===== config.mk =====
export PLATFORM = sky130hd
export DESIGN_NAME = wishbone_fifo_target_flat
export DESIGN_NICKNAME = d
export VERILOG_FILES = /design/src/rtl/wishbone_pkg.sv /design/src/rtl/wishbone_fifo_target_if.sv /design/src/rtl/sync_fifo.sv /design/src/rtl/wishbone_fifo_target.sv /design/src/flat_wrapper.sv
export SDC_FILE = /design/constraint.sdc
export NUM_CORES = 1
export LEC_CHECK = 0
export BUFFER_PORTS_ARGS = -buffer_cell sky130_fd_sc_hd__buf_4
export CAP_MARGIN = 40
export CORE_UTILIZATION = 50
export DETAILED_ROUTE_END_ITERATION = 6
export HOLD_SLACK_MARGIN = 0.02
export PLACE_DENSITY_LB_ADDON = 0.3
export SYNTH_ARGS = -nofsm -noshare
export SYNTH_HDL_FRONTEND = slang
export SYNTH_SLANG_ARGS = --single-unit

===== constraint.sdc =====
create_clock -name clk_i -period 3.34 [get_ports clk_i]
set_input_delay 0.167 -clock clk_i [delete_from_list [all_inputs] [get_ports clk_i]]
set_output_delay 0.167 -clock clk_i [all_outputs]
set_load 0.05 [all_outputs]

===== src/rtl/wishbone_pkg.sv =====
// Shared Wishbone helpers: width arithmetic for FIFO occupancy counters.
package wishbone_pkg;

  // Occupancy counter width able to hold 0..depth inclusive.
  function automatic int unsigned LEVEL_W(input int unsigned depth);
    return $clog2(depth) + 1;
  endfunction

endpackage


===== src/rtl/wishbone_fifo_target_if.sv =====
// Wishbone B4 classic bus bundle between controller (master) and FIFO target (slave).
interface wishbone_fifo_target_if #(
  parameter int unsigned DAT_WIDTH = 8
);
  logic                 cyc_i;
  logic                 stb_i;
  logic                 we_i;
  logic [DAT_WIDTH-1:0] dat_i;
  logic [DAT_WIDTH-1:0] dat_o;
  logic                 ack_o;

  modport master (
    output cyc_i, stb_i, we_i, dat_i,
    input  dat_o, ack_o
  );

  modport slave (
    input  cyc_i, stb_i, we_i, dat_i,
    output dat_o, ack_o
  );
endinterface


===== src/rtl/sync_fifo.sv =====
// Single-clock FIFO with show-ahead head; full/empty derive from the registered level only.
module sync_fifo
  import wishbone_pkg::*;
#(
  parameter int unsigned DAT_WIDTH = 8,
  parameter int unsigned DEPTH     = 4
) (
  input  logic                      clk_i,
  input  logic                      rst_i,
  input  logic                      push,
  input  logic [DAT_WIDTH-1:0]      push_data,
  input  logic                      pop,
  output logic [DAT_WIDTH-1:0]      head,
  output logic                      full,
  output logic                      empty,
  output logic [LEVEL_W(DEPTH)-1:0] level
);

  localparam int unsigned PTR_W = $clog2(DEPTH);
  localparam int unsigned LVL_W = LEVEL_W(DEPTH);

  logic [DAT_WIDTH-1:0] mem_q [DEPTH];
  logic [DAT_WIDTH-1:0] mem_d [DEPTH];
  logic [PTR_W-1:0]     wr_ptr_q, wr_ptr_d;
  logic [PTR_W-1:0]     rd_ptr_q, rd_ptr_d;
  logic [LVL_W-1:0]     level_q, level_d;
  logic                 do_push, do_pop;

  assign full    = (level_q == LVL_W'(DEPTH));
  assign empty   = (level_q == '0);
  assign level   = level_q;
  assign head    = mem_q[rd_ptr_q];
  assign do_push = push & ~full;
  assign do_pop  = pop & ~empty;

  // Pointers wrap naturally because DEPTH is a power of two.
  always_comb begin
    mem_d    = mem_q;
    wr_ptr_d = wr_ptr_q;
    rd_ptr_d = rd_ptr_q;
    level_d  = level_q;
    if (do_push) begin
      mem_d[wr_ptr_q] = push_data;
      wr_ptr_d        = wr_ptr_q + PTR_W'(1);
    end
    if (do_pop) begin
      rd_ptr_d = rd_ptr_q + PTR_W'(1);
    end
    case ({do_push, do_pop})
      2'b10:   level_d = level_q + LVL_W'(1);
      2'b01:   level_d = level_q - LVL_W'(1);
      default: level_d = level_q;
    endcase
  end

  always_ff @(posedge clk_i or posedge rst_i) begin
    if (rst_i) begin
      mem_q    <= '{default: '0};
      wr_ptr_q <= '0;
      rd_ptr_q <= '0;
      level_q  <= '0;
    end else begin
      mem_q    <= mem_d;
      wr_ptr_q <= wr_ptr_d;
      rd_ptr_q <= rd_ptr_d;
      level_q  <= level_d;
    end
  end

endmodule


===== src/rtl/wishbone_fifo_target.sv =====
// Wishbone classic target: bus writes feed a TX stream FIFO, bus reads drain an RX stream FIFO.
module wishbone_fifo_target
  import wishbone_pkg::*;
#(
  parameter int unsigned DAT_WIDTH = 8,
  parameter int unsigned DEPTH     = 4
) (
  input  logic                      clk_i,
  input  logic                      rst_i,
  wishbone_fifo_target_if.slave     bus,
  output logic [DAT_WIDTH-1:0]      tx_data,
  output logic                      tx_valid,
  input  logic                      tx_ready,
  input  logic [DAT_WIDTH-1:0]      rx_data,
  input  logic                      rx_valid,
  output logic                      rx_ready,
  output logic [LEVEL_W(DEPTH)-1:0] tx_level,
  output logic [LEVEL_W(DEPTH)-1:0] rx_level
);

  logic                 ack_q, ack_d;
  logic [DAT_WIDTH-1:0] dat_q, dat_d;
  logic                 req, wr_acc, rd_acc;
  logic                 tx_full, tx_empty, tx_pop;
  logic                 rx_full, rx_empty, rx_push;
  logic [DAT_WIDTH-1:0] rx_head;

  assign tx_valid = ~tx_empty;
  assign tx_pop   = tx_valid & tx_ready;
  assign rx_ready = ~rx_full;
  assign rx_push  = rx_valid & rx_ready;

  sync_fifo #(.DAT_WIDTH(DAT_WIDTH), .DEPTH(DEPTH)) u_tx_fifo (
    .clk_i     (clk_i),
    .rst_i     (rst_i),
    .push      (wr_acc),
    .push_data (bus.dat_i),
    .pop       (tx_pop),
    .head      (tx_data),
    .full      (tx_full),
    .empty     (tx_empty),
    .level     (tx_level)
  );

  sync_fifo #(.DAT_WIDTH(DAT_WIDTH), .DEPTH(DEPTH)) u_rx_fifo (
    .clk_i     (clk_i),
    .rst_i     (rst_i),
    .push      (rx_push),
    .push_data (rx_data),
    .pop       (rd_acc),
    .head      (rx_head),
    .full      (rx_full),
    .empty     (rx_empty),
    .level     (rx_level)
  );

  // Masking with ack_q forces a one-cycle gap so a held strobe completes once per two cycles.
  always_comb begin
    req    = bus.cyc_i & bus.stb_i & ~ack_q;
    wr_acc = req & bus.we_i & ~tx_full;
    rd_acc = req & ~bus.we_i & ~rx_empty;
    ack_d  = wr_acc | rd_acc;
    dat_d  = rd_acc ? rx_head : dat_q;
  end

  always_ff @(posedge clk_i or posedge rst_i) begin
    if (rst_i) begin
      ack_q <= 1'b0;
      dat_q <= '0;
    end else begin
      ack_q <= ack_d;
      dat_q <= dat_d;
    end
  end

  assign bus.ack_o = ack_q;
  assign bus.dat_o = dat_q;

endmodule


===== src/flat_wrapper.sv =====
// flat-port wrapper written by rule: the top's interface ports become plain ports
module wishbone_fifo_target_flat import wishbone_pkg::*;
#(
  parameter int unsigned DAT_WIDTH = 8,
  parameter int unsigned DEPTH     = 4
)
  (clk_i, rst_i, tx_data, tx_valid, tx_ready, rx_data, rx_valid, rx_ready, tx_level, rx_level, bus_cyc_i, bus_stb_i, bus_we_i, bus_dat_i, bus_dat_o, bus_ack_o);
  wishbone_fifo_target_if #(.DAT_WIDTH(DAT_WIDTH)) bus_i ();
  input  logic clk_i;
  input  logic rst_i;
  output logic [DAT_WIDTH-1:0] tx_data;
  output logic tx_valid;
  input  logic tx_ready;
  input  logic [DAT_WIDTH-1:0] rx_data;
  input  logic rx_valid;
  output logic rx_ready;
  output logic [LEVEL_W(DEPTH)-1:0] tx_level;
  output logic [LEVEL_W(DEPTH)-1:0] rx_level;
  input wire logic [$bits(bus_i.cyc_i)-1:0] bus_cyc_i;
  input wire logic [$bits(bus_i.stb_i)-1:0] bus_stb_i;
  input wire logic [$bits(bus_i.we_i)-1:0] bus_we_i;
  input wire logic [$bits(bus_i.dat_i)-1:0] bus_dat_i;
  output wire logic [$bits(bus_i.dat_o)-1:0] bus_dat_o;
  output wire logic [$bits(bus_i.ack_o)-1:0] bus_ack_o;
  assign bus_i.cyc_i = bus_cyc_i;
  assign bus_i.stb_i = bus_stb_i;
  assign bus_i.we_i = bus_we_i;
  assign bus_i.dat_i = bus_dat_i;
  assign bus_dat_o = bus_i.dat_o;
  assign bus_ack_o = bus_i.ack_o;
  wishbone_fifo_target #(.DAT_WIDTH(DAT_WIDTH), .DEPTH(DEPTH)) u_core (.clk_i(clk_i), .rst_i(rst_i), .bus(bus_i), .tx_data(tx_data), .tx_valid(tx_valid), .tx_ready(tx_ready), .rx_data(rx_data), .rx_valid(rx_valid), .rx_ready(rx_ready), .tx_level(tx_level), .rx_level(rx_level));
endmodule

==> impl_metrics.toml <==
[run_status]
outcome = "completed"

[critical_path]
cp_max_fo = 10
cp_data_required_time_ns = 3.61
worstPathArrival_ns = 2.67
worstReg2RegEnd = "u_core.u_rx_fifo.level[2]$_DFFE_PP0P_"
worstRegToRegCells = 8
worst-r2r-setup-slack_ns = 0.94
crit_type = "register to register"
reg2reg_from = "u_core.bus.ack_o$_DFF_PP0_"
endpoint_kind = "register"
startpoint_type = "register"

[floorplanning]
die_h_um = 90.9
io_pins = 48
dieArea_mm2 = 0.00826
die_w_um = 90.9
start_util_pct = 51.4
rows = 32
core_area_mm2 = 0.00769

[power_and_ir_drop]
p_leak_nw = 2.09
p_per_area_mw_per_mm2 = 1070
power_mw = 4.97
ir_worst_vdd_v = 0.000681

[placement]
dpl_cell_area_mm2 = 0.00443
dp_hpwl_um = 4650
globalplace.congestion = 0.726
port_buffers = 47
post-place-ws_ns = 0.957

[clocking]
numCtsBuffers = 9
cts-root-buf = "clkbuf_8"
htree_levels = 3
cts_buffer_depth = 2
clk-insertion-delay-late_ns = 0.35
cts_resized = 0
clkTransAtPathRegs_ns = 0.09
cts_sinks = 87
cts_tree = "built"

[yosys]
synth_area_mm2 = 0.00395
syn_nets = 283
synth.distinct_cells = 28
synth-seq-area-share_pct = 55.1
ys_warn_count = 0
synth_seq_cells = 87
avgSynthCellArea_um2 = 15.9
synthCells = 248

[worst_hold_path]
holdCritStartpoint = "bus_dat_i[0]"
hp-class = "primary input to register"
min_to = "u_core.u_tx_fifo.mem_q[8]$_DFFE_PP0P_"
hold_depth = 2

[finish]
num_antenna_cells = 0
final_area_mm2 = 0.00464
drive_above_1_share_pct = 54.1
nFillCells = 631
layout_commonest_cell = "dfrtp_1"
areaGrowthSynthToFinish_pct = 17.4
final_cell_mix = "87 x dfrtp_1, 71 x mux2_2, 49 x buf_4, 16 x mux4_2, 11 x inv_1"
nNetsFinal = 337

[grt]
track_usage_pct = 18.3
grt_pass1_wl_um = 11500
antenna_found_initial = 0
grt_pass1_vias = 2267
overflow = 0
grt_max_degree = 36

[timing]
maxSlewViolCount = 0
finalCritPeriodShare_pct = 72.0
slew_headroom_pct = 58.9
setup_violations = 0
setup_tns_ns = 0
hold_viol_final = 0
hold-worst-slack_ns = 0.0618
grt_setup_unrepaired = "false"
min_period_ns = 2.40
fmax_mhz = 416
fin_ws_ns = 0.937
tightest_slew_ns = 0.617
fin_skew_ns = 0.00914

[routing]
post-route-drc-count = 0
wl_um = 6730
wl_per_cell_um = 16.5
dr.first_iter.drc_count = 53
drt-pass1-iter-count = 6
via_count = 2184
ant_nets = 0
post_drt_via_cell_ratio = 5.34

[run]
cap_viol_max_count = 0
==> critical path: stages (launching register included) <==
cell      delay (ns)
dfrtp_1         0.39
nand3b_1        0.24
nor3_4          0.51
ha_1            0.30
inv_1           0.07
fa_1            0.38
xor2_1          0.15
nor2_1          0.11
xor2_1          0.18
==> routing by layer <==
metal  share of wire (%)  track usage, %
met1                  48            26.2
met2                  47            28.0
met3                 2.9            3.03
met4                 1.7            7.54
met5                   0               0
==> Yosys cell counts <==
cell       n  area share (%)
or3b_1     2            0.44
and2_4     1            0.22
nand3_2    8             2.0
nand2_1    3            0.29
nor3_4     1            0.41
xnor2_1    5             1.1
a21oi_1    1            0.13
nor4b_1    1            0.22
buf_4      1            0.19
mux2_4     1            0.38
nor2_1     2            0.19
ha_1      10             3.2
or3_1      1            0.16
nand3b_1   1            0.19
fa_1       2             1.0
mux4_2    16             9.1
and4b_1    1            0.25
mux2_1     2            0.57
xor2_1     7             1.6
nor3_1     1            0.13
buf_1      1           0.095
mux2_2    71              20
mux2i_1    2            0.51
buf_2      6            0.76
inv_1     12             1.1
or2_2      1            0.16
dfrtp_1   87              55
o31a_1     1            0.22
==> flip-flops by register name, summed over array words and instances, names as in the netlist <==
| name | flops |
|---|---|
| u_core.u_rx_fifo.mem_q | 32 |
| u_core.u_tx_fifo.mem_q | 32 |
| u_core.bus.dat_o | 8 |
| u_core.u_rx_fifo.level | 3 |
| u_core.u_tx_fifo.level | 3 |
| u_core.u_rx_fifo.rd_ptr_q | 2 |
| u_core.u_rx_fifo.wr_ptr_q | 2 |
| u_core.u_tx_fifo.rd_ptr_q | 2 |
| u_core.u_tx_fifo.wr_ptr_q | 2 |
| u_core.bus.ack_o | 1 |
==> worst max-delay path by stage <==
stage | startpoint | endpoint | slack (ns) | cells past startpoint
floorplan | u_core.u_rx_fifo.level[2]$_DFFE_PP0P_ | u_core.u_rx_fifo.level[2]$_DFFE_PP0P_ | 0.84 | 9
global placement | u_core.bus.ack_o$_DFF_PP0_ | u_core.u_rx_fifo.level[2]$_DFFE_PP0P_ | 1.04 | 8
detailed placement | u_core.bus.ack_o$_DFF_PP0_ | u_core.u_rx_fifo.level[2]$_DFFE_PP0P_ | 0.96 | 8
CTS | u_core.bus.ack_o$_DFF_PP0_ | u_core.u_rx_fifo.level[2]$_DFFE_PP0P_ | 0.90 | 8
global route | u_core.bus.ack_o$_DFF_PP0_ | u_core.u_rx_fifo.level[2]$_DFFE_PP0P_ | 0.80 | 8
finish | u_core.bus.ack_o$_DFF_PP0_ | u_core.u_rx_fifo.level[2]$_DFFE_PP0P_ | 0.94 | 8
==> power breakdown <==
part           internal, mW  total, mW  switching, mW
clock                 0.352      0.740          0.388
combinational          1.09       2.27           1.18
sequential             1.57       1.96          0.386
total                  3.02       4.97           1.95
==> through the flow <==
stage / util, % / std cells
finish: 60.3 / 409
global route: 60.3 / 409
CTS: 60.3 / 409
detailed placement: 57.6 / 392
global placement: 57.3 / 391
floorplan: - / 248
==> final cells by class <==
class / count / area (µm²) / share of cell area (%)
inverter: 12 / 46.3 / 0.998
tap: 102 / 128 / 2.75
clock inverter: 7 / 78.8 / 1.70
sequential: 87 / 2180 / 46.9
multi-input combinational: 141 / 1690 / 36.4
clock buffer: 9 / 124 / 2.67
timing repair buffer: 51 / 398 / 8.58
==> timing repair <==
action | 4_1_cts | 5_1_grt
endpoints found under the hold margin | 27 | 0
setup buffers | 0 | 0
hold buffers | 1 | 0
==> cells by family (layout without fill, tap and decap cells) <==
family,count (synthesis),in the layout,synth area share [%]
adder cells (fa/ha/maj),12,12,4.18
flip-flops,87,87,55.1
AO/OA/AOI/OAI,2,2,0.348
buffers and inverters,20,79,2.19
AND/OR/NAND/NOR,23,23,4.69
XOR/XNOR,12,12,2.66
multiplexers,92,92,30.8
Power figures use the tool's default switching activity.
